`src/rtl/sha2_msg_dlvr_if.sv`:
```
// Host word stream into the SHA-2 message deliverer: 32-bit valid/ready with an end-of-message flag.
interface sha2_msg_dlvr_if;
    logic        in_vld;
    logic        in_rdy;
    logic [31:0] in_data;
    logic        in_last;

    modport master (output in_vld, output in_data, output in_last, input in_rdy);
    modport slave  (input in_vld, input in_data, input in_last, output in_rdy);
endinterface

```
`src/rtl/sha2_msg_dlvr.sv`:
```
// SHA-2 message deliverer: buffers a whole host message as 64-bit packets, then streams it
// gap-free into the IPU while holding the IPU out of reset until it reports msg_end.
module sha2_msg_dlvr #(
    parameter int unsigned MAX_PKTS = 16
) (
    input  logic            clk,
    input  logic            rst_b,
    sha2_msg_dlvr_if.slave  host,
    output logic [63:0]     pkt,
    output logic            lst_pkt,
    output logic            ipu_rst_b,
    output logic [63:0]     msg_len,
    input  logic            msg_end,
    output logic            busy,
    output logic            err
);

    localparam int unsigned PW = $clog2(MAX_PKTS) + 1;
    localparam int unsigned AW = PW - 1;

    typedef enum logic [1:0] {
        COLLECT  = 2'd0,
        STREAM   = 2'd1,
        WAIT_END = 2'd2
    } state_e;

    state_e        state_q, state_d;
    logic [PW-1:0] wp_q, wp_d;
    logic [PW-1:0] rp_q, rp_d;
    logic [PW-1:0] npkts_q, npkts_d;
    logic          half_q, half_d;
    logic [63:0]   pkt_q, pkt_d;
    logic          lst_q, lst_d;
    logic          ipu_rst_b_q, ipu_rst_b_d;
    logic [63:0]   len_q, len_d;
    logic          busy_q, busy_d;
    logic          err_q, err_d;

    logic [63:0]   mem_q [MAX_PKTS];
    logic          xfer_c;
    logic          wr_hi_c;
    logic          wr_lo_c;

    assign host.in_rdy = (state_q == COLLECT);
    assign xfer_c      = host.in_vld & host.in_rdy;
    assign wr_hi_c     = xfer_c & ~half_q;
    assign wr_lo_c     = xfer_c & half_q;

    // Packet buffer: first host word fills the upper half, second the lower half.
    always_ff @(posedge clk) begin
        if (wr_hi_c) begin
            mem_q[wp_q[AW-1:0]][63:32] <= host.in_data;
        end
        if (wr_lo_c) begin
            mem_q[wp_q[AW-1:0]][31:0] <= host.in_data;
        end
    end

    always_comb begin
        state_d     = state_q;
        wp_d        = wp_q;
        rp_d        = rp_q;
        npkts_d     = npkts_q;
        half_d      = half_q;
        pkt_d       = pkt_q;
        lst_d       = lst_q;
        ipu_rst_b_d = ipu_rst_b_q;
        len_d       = len_q;
        busy_d      = busy_q;
        err_d       = 1'b0;

        unique case (state_q)
            COLLECT: begin
                if (xfer_c) begin
                    if (!half_q) begin
                        if (host.in_last) begin
                            err_d  = 1'b1;
                            wp_d   = '0;
                            half_d = 1'b0;
                        end else begin
                            half_d = 1'b1;
                        end
                    end else begin
                        half_d = 1'b0;
                        if (host.in_last) begin
                            npkts_d     = wp_q + PW'(1);
                            len_d       = 64'({npkts_d, 6'b0});
                            // A one-packet message is still being written, so bypass the buffer.
                            pkt_d       = (wp_q == '0) ? {mem_q[0][63:32], host.in_data} : mem_q[0];
                            lst_d       = (wp_q == '0);
                            rp_d        = PW'(1);
                            ipu_rst_b_d = 1'b1;
                            busy_d      = 1'b1;
                            state_d     = STREAM;
                        end else if (wp_q == PW'(MAX_PKTS - 1)) begin
                            err_d = 1'b1;
                            wp_d  = '0;
                        end else begin
                            wp_d = wp_q + PW'(1);
                        end
                    end
                end
            end
            STREAM: begin
                if (lst_q) begin
                    pkt_d   = '0;
                    lst_d   = 1'b0;
                    state_d = WAIT_END;
                end else begin
                    pkt_d = mem_q[rp_q[AW-1:0]];
                    lst_d = (rp_q == npkts_q - PW'(1));
                    rp_d  = rp_q + PW'(1);
                end
            end
            WAIT_END: begin
                if (msg_end) begin
                    ipu_rst_b_d = 1'b0;
                    busy_d      = 1'b0;
                    len_d       = '0;
                    wp_d        = '0;
                    rp_d        = '0;
                    half_d      = 1'b0;
                    state_d     = COLLECT;
                end
            end
            default: begin
                state_d = COLLECT;
            end
        endcase
    end

    always_ff @(posedge clk or negedge rst_b) begin
        if (!rst_b) begin
            state_q     <= COLLECT;
            wp_q        <= '0;
            rp_q        <= '0;
            npkts_q     <= '0;
            half_q      <= 1'b0;
            pkt_q       <= '0;
            lst_q       <= 1'b0;
            ipu_rst_b_q <= 1'b0;
            len_q       <= '0;
            busy_q      <= 1'b0;
            err_q       <= 1'b0;
        end else begin
            state_q     <= state_d;
            wp_q        <= wp_d;
            rp_q        <= rp_d;
            npkts_q     <= npkts_d;
            half_q      <= half_d;
            pkt_q       <= pkt_d;
            lst_q       <= lst_d;
            ipu_rst_b_q <= ipu_rst_b_d;
            len_q       <= len_d;
            busy_q      <= busy_d;
            err_q       <= err_d;
        end
    end

    assign pkt       = pkt_q;
    assign lst_pkt   = lst_q;
    assign ipu_rst_b = ipu_rst_b_q;
    assign msg_len   = len_q;
    assign busy      = busy_q;
    assign err       = err_q;

endmodule
```
`src/flat_wrapper.sv`:
```
// flat-port wrapper written by rule: the top's interface ports become plain ports
module sha2_msg_dlvr_flat 
#(
    parameter int unsigned MAX_PKTS = 16
)
  (clk, rst_b, pkt, lst_pkt, ipu_rst_b, msg_len, msg_end, busy, err, host_in_vld, host_in_data, host_in_last, host_in_rdy);
  sha2_msg_dlvr_if host_i ();
  input  logic clk;
  input  logic rst_b;
  output logic [63:0] pkt;
  output logic lst_pkt;
  output logic ipu_rst_b;
  output logic [63:0] msg_len;
  input  logic msg_end;
  output logic busy;
  output logic err;
  input wire logic [$bits(host_i.in_vld)-1:0] host_in_vld;
  input wire logic [$bits(host_i.in_data)-1:0] host_in_data;
  input wire logic [$bits(host_i.in_last)-1:0] host_in_last;
  output wire logic [$bits(host_i.in_rdy)-1:0] host_in_rdy;
  assign host_i.in_vld = host_in_vld;
  assign host_i.in_data = host_in_data;
  assign host_i.in_last = host_in_last;
  assign host_in_rdy = host_i.in_rdy;
  sha2_msg_dlvr #(.MAX_PKTS(MAX_PKTS)) u_core (.clk(clk), .rst_b(rst_b), .host(host_i), .pkt(pkt), .lst_pkt(lst_pkt), .ipu_rst_b(ipu_rst_b), .msg_len(msg_len), .msg_end(msg_end), .busy(busy), .err(err));
endmodule
```
`config.mk`:
```
export PLATFORM = sky130hd
export DESIGN_NAME = sha2_msg_dlvr_flat
export DESIGN_NICKNAME = d
export VERILOG_FILES = /design/src/rtl/sha2_msg_dlvr_if.sv /design/src/rtl/sha2_msg_dlvr.sv /design/src/flat_wrapper.sv
export SDC_FILE = /design/constraint.sdc
export NUM_CORES = 1
export LEC_CHECK = 0
export ABC_AREA = 1
export CAP_MARGIN = 20
export CORE_AREA = 2 2 353 355
export DETAILED_ROUTE_END_ITERATION = 12
export DIE_AREA = 0 0 355 357
export MAX_ROUTING_LAYER = met4
export PLACE_DENSITY_LB_ADDON = 0.08
export SYNTH_ARGS = -nofsm -noshare
export SYNTH_HDL_FRONTEND = slang
export SYNTH_SLANG_ARGS = --single-unit
```
`constraint.sdc`:
```
create_clock -name clk -period 3.9 [get_ports clk]
set_clock_uncertainty 0.15 [all_clocks]
set_input_delay 0.39 -clock clk [delete_from_list [all_inputs] [get_ports clk]]
set_output_delay 0.39 -clock clk [all_outputs]
set_load 0.01 [all_outputs]
```
# After elaboration in Yosys (flattened, before gate mapping)
# Memories as Yosys holds them, arrays and structs flattened.
# Index checks and enable logic that the tools add are counted.
[word_totals]
mem_count = 1
output_inout_bits = 133
word_cells = 95
mem_bits_rw = 1024
ff_bits = 149
[memory_table]
columns = ["memory", "words", "word_bits", "read_ports", "rd_ports_with_merged_regs", "write_ports", "line_no", "text"]
rows = [
  ["u_core.mem_q", 16, 64, 2, 0, 1, "sha2_msg_dlvr.sv:39", "logic [63:0] mem_q [MAX_PKTS];"],
]
[classes]
n_mux = 53
reduce_logical = 12
n_addsub = 3
eq_ne = 12
bitwise_logic = 4
[op_table]
columns = ["operator", "count"]
rows = [
  ["$mux W64", 8],
  ["$pmux W64 S2", 2],
  ["$mux W5", 10],
  ["$mux W32", 1],
  ["$mux W1", 21],
  ["$pmux W5 S3", 1],
  ["$reduce_and A5 Y1", 3],
  ["$add A5 B1 Y5 const B", 2],
  ["$mux W2", 5],
  ["$ne A2 B2 Y1 const B", 5],
  ["$pmux W5 S2", 1],
  ["$reduce_and A4 Y1", 2],
  ["$ne A3 B3 Y1 const B", 2],
  ["$pmux W1 S2", 3],
  ["$pmux W2 S3", 1],
  ["$reduce_and A6 Y1", 1],
  ["$eq A5 B4 Y1 const B", 1],
  ["$eq A5 B5 Y1", 1],
  ["$logic_not A5 Y1", 1],
  ["$sub A5 B1 Y5 const B", 1],
  ["$reduce_bool A2 Y1", 2],
  ["$and A1 B1 Y1", 3],
  ["$reduce_and A3 Y1", 1],
  ["$reduce_bool A3 Y1", 1],
  ["other kinds (5)", 5],
]

# Logic depth before layout (Yosys ltp)
[depth]
ltp_word = 6
mapped_depth = 12
mapped_depth_nobuf = 11

# Least setup slack after synthesis
# Ideal clock, no wire load.
[synth_path]
path_type = "register -> register"
from = "register u_core.state_q[0]"
to = "memory u_core.mem_q[12][32] (enable)"
path_slack_ns = -0.041
arrival_ns = 3.330
stages_incl_launch_ff = 7
required_time_ns = 3.289
period_less_slack_ns = 3.941
cell_sequence = "dfrtp_1 -> inv_1 -> ha_1 -> nand2_2 -> inv_2 -> nand2_1 -> nor3_1"
[synth_between]
elab_chain_len = 5
[synth_lines]
columns = ["element", "line_no", "text"]
rows = [
  ["start, declared", "sha2_msg_dlvr.sv:27", "state_e state_q, state_d;"],
  ["start signal, assigned", "sha2_msg_dlvr.sv:146", "state_q <= state_d;"],
  ["$logic_not A2 Y1", "sha2_msg_dlvr.sv:44", "assign host.in_rdy = (state_q == COLLECT);"],
  ["via host_in_rdy", "flat_wrapper.sv:20", "output wire logic [$bits(host_i.in_rdy)-1:0] host_in_rdy;"],
  ["$and A1 B1 Y1", "sha2_msg_dlvr.sv:45", "assign xfer_c = host.in_vld & host.in_rdy;"],
  ["$and A1 B1 Y1", "sha2_msg_dlvr.sv:46", "assign wr_hi_c = xfer_c & ~half_q;"],
  ["$mux W1", "sha2_msg_dlvr.sv:51", "if (wr_hi_c) begin"],
  ["$mux W1 (implied by the code)", "sha2_msg_dlvr.sv:52", "mem_q[wp_q[AW-1:0]][63:32] <= host.in_data;"],
  ["end, declared", "sha2_msg_dlvr.sv:39", ""],
]
# The timed path passes the listed nets, and every way through them passes these cells.

# Worst setup path in the final report
[layout_path]
from = "register u_core.state_q[0]"
to = "memory u_core.mem_q[7][22] (enable)"
[layout_between]
elab_chain_len = 5
[layout_lines]
columns = ["element", "line_no", "text"]
rows = [
  ["$logic_not A2 Y1", "sha2_msg_dlvr.sv:44", ""],
  ["$and A1 B1 Y1", "sha2_msg_dlvr.sv:45", ""],
  ["$and A1 B1 Y1", "sha2_msg_dlvr.sv:47", "assign wr_lo_c = xfer_c & half_q;"],
  ["$mux W1", "sha2_msg_dlvr.sv:54", "if (wr_lo_c) begin"],
  ["$mux W1 (implied by the code)", "sha2_msg_dlvr.sv:55", "mem_q[wp_q[AW-1:0]][31:0] <= host.in_data;"],
]
# Every way passes these cells.

==> summary.md <==
| Metric | Value |
|---|---|
| Most common flop cell mapped by yosys | `edfxtp_1` |
| Setup_tns | `0 ns` |
| Core area | `123000 µm²` |
| Fin util | `0.4563` |
| EDFF count, synth | `1024` |
| Post-Place Cell Area | `52380 µm²` |
| Core Rows | `129` |
| Hold Slack | `0.1415 ns` |
| Final hold viol count | `0` |
| Avg Cell Area, Syn | `10.09 µm²` |
| Die Area | `126700 µm²` |
| Global Route Usage Sum | `0.2393` |
| Pwr dens | `660.6 nW/µm²` |
| Final setup violation count | `0` |
| Via density | `4.933` |
| Cts bufs inserted | `121` |
| Clock-pin slew on the worst setup and hold paths | `0.06 ns` |
| Seq/Total Area, Yosys | `0.6742` |
| Clk_lat worst skew | `0.71 ns` |
| H-Tree Depth | `3` |
| Post-DP HPWL | `78790 µm` |
| Dpl cells | `6472` |
| Reg-to-Reg End | `u_core.mem_q[7][22]` |
| Crit path launch type | `register` |
| Setup crit end kind | `register` |
| Design area | `56120 µm²` |
| Most frequent cells in the layout | `1407 x nand2_1, 1024 x edfxtp_1, 862 x inv_1` |
| Synth unique cells | `34` |
| Fillers | `11.62k` |
| GPL Wtd Cong | `0.7934` |
| CTS tree | `done` |
| Cells on worst reg2reg path | `7` |
| Max-Cap Viols | `0` |
| Finished Layout Cells | `6697` |
| Cell count after synthesis | `4851` |
| First-pass GRT wire length | `216900 µm` |
| Largest net degree at the start of global routing | `131` |
| ANT nets after route | `0` |
| Critical path arrival | `3.11 ns` |
| Total global routing overflow | `0` |
| FF-to-FF Start | `u_core.state_q[0]` |
| Chip height | `357 µm` |
| Share of cells above drive strength 1 | `0.06719` |
| Antenna diode count | `0` |
| Leak | `0.02355 µW` |
| Synthesized flop and latch total | `1114` |
| Crit-path max FO | `18` |
| Final worst-path cycle share | `0.7317` |
| Synth Warn # | `0` |
| Asr flop ratio synth | `0.08079` |
| Clock sink total | `1114` |
| Antenna violations before repair | `7` |
| Initial Util | `0.3980` |
| Slew @ Worst Pin | `1.065 ns` |
| Hold Crit Class | `primary input to asynchronous set/reset pin` |
| IO Count | `170` |
| Post-Route WL | `147100 µm` |
| DRC Markers | `0` |
| RSZ-0062 raised after global routing | `no` |
| Via count | `33.03k` |
| Number of global-route vias before repair | `32.09k` |
| Commonest non-fill, non-tap cell in the layout | `nand2_1` |
| Area delta synth->final | `14.64%` |
| Avg WL per Cell | `21.97 µm` |
| Drt pass-1 iters | `7` |
| Max Transition Viols Final | `0` |
| R2R Setup Slk | `1.05 ns` |
| Clock buffer depth | `3` |
| Starting DRT DRC Count | `2936` |
| Tmin final | `2.854 ns` |
| Maximum clock rate | `350.4 MHz` |
| Setup CP Type | `register to register` |
| Worst-case vdd ir drop | `560.5 µV` |
| NumNets Final | `5008` |
| Die W | `355 µm` |
| Root buffer cell | `clkbuf_16` |
| Worst slew margin | `0.2877` |
| Mapped Area | `48950 µm²` |
| Status | `finished, final reports clean` |
| Port Buffers | `110` |
| Critical Path RT | `4.15 ns` |
synth_stat cells, types with 8 or more instances:
cell,n,share of area
clkbuf_1,84,0.0064
a21oi_1,133,0.014
edfxtp_1,1024,0.63
inv_1,862,0.066
o21ai_0,79,0.0081
dfrtp_1,90,0.046
nor3_1,8,0.00082
buf_2,107,0.011
o22ai_1,8,0.0010
buf_1,53,0.0041
nor2_1,98,0.0075
nand3_1,782,0.080
ha_1,12,0.0031
buf_4,65,0.010
nand2_1,1407,0.11
registers in the layout, indices dropped and copies added, names as in the netlist:
name            count
u_core.rp_q         5
u_core.err          1
u_core.msg_len      5
u_core.wp_q         5
u_core.npkts_q      5
u_core.pkt         64
u_core.busy         1
u_core.half_q       1
u_core.state_q      2
u_core.lst_pkt      1
u_core.mem_q     1024
per-stage QoR:
stage          power [µW]  worst slack [ns]
6_report            37070             1.046
3_3_place_gp        26410             1.007
5_1_grt             39160            0.8965
3_5_place_dp        26420            0.9865
2_1_floorplan       21750          -0.04134
4_1_cts             37450             1.077
power breakdown:
part / internal (µW) / total [µW] / switching (µW)
logic: 3660 / 11600 / 7920
registers: 13700 / 14500 / 753
clock network: 6280 / 11000 / 4710
cell families after synthesis:
kind of cell / share of synthesized area
buf+inv: 0.09897
other cells: 0.00007661
mux: 0.0002045
xor+xnor: 0.001610
fa+ha+maj: 0.003067
compound gates: 0.02364
simple gates: 0.1982
flops: 0.6742
worst max-delay path by stage:
stage                           start  cells past startpoint                   end
global route        u_core.state_q[1]                     12         u_core.pkt[8]
finish              u_core.state_q[0]                      7   u_core.mem_q[7][22]
floorplan           u_core.state_q[0]                      6  u_core.mem_q[12][32]
detailed placement        host_in_vld                      6   u_core.mem_q[7][17]
CTS                 u_core.state_q[0]                      7   u_core.mem_q[7][22]
global placement          host_in_vld                      6   u_core.mem_q[7][17]
final cells by class:
class / instances / area, µm² / area share
tap: 1637 / 2048 / 0.03650
multi-input combinational: 2613 / 11560 / 0.2060
timing repair buffer: 240 / 2477 / 0.04415
clock inverter: 66 / 508.0 / 0.009053
inverter: 869 / 3284 / 0.05853
clock buffer: 158 / 3218 / 0.05735
sequential: 1114 / 33020 / 0.5884
worst max-delay path, stage by stage, from the launching register on:
cell and delay, ns:
dfrtp_1 0.41, inv_1 0.10, ha_1 0.34, nand2_2 0.13, inv_2 0.10, nand2_4 0.26, nor2_4 0.72, buf_4 0.32
repair_timing:
item	CTS	global route
hold endpoints to repair	37	0
resized for setup	0	0
hold buffers	1	0
setup buffers	0	0
metal layers:
metal  vias to the layer above  global-route usage  share of wire
met2                       897              0.3814           0.47
met3                       204             0.02668          0.048
li1                      15801                   -              -
met1                     16132              0.3272           0.45
met4                         0             0.06271          0.027
met5                         -                   -              0
(Power assumes the default switching activity.)
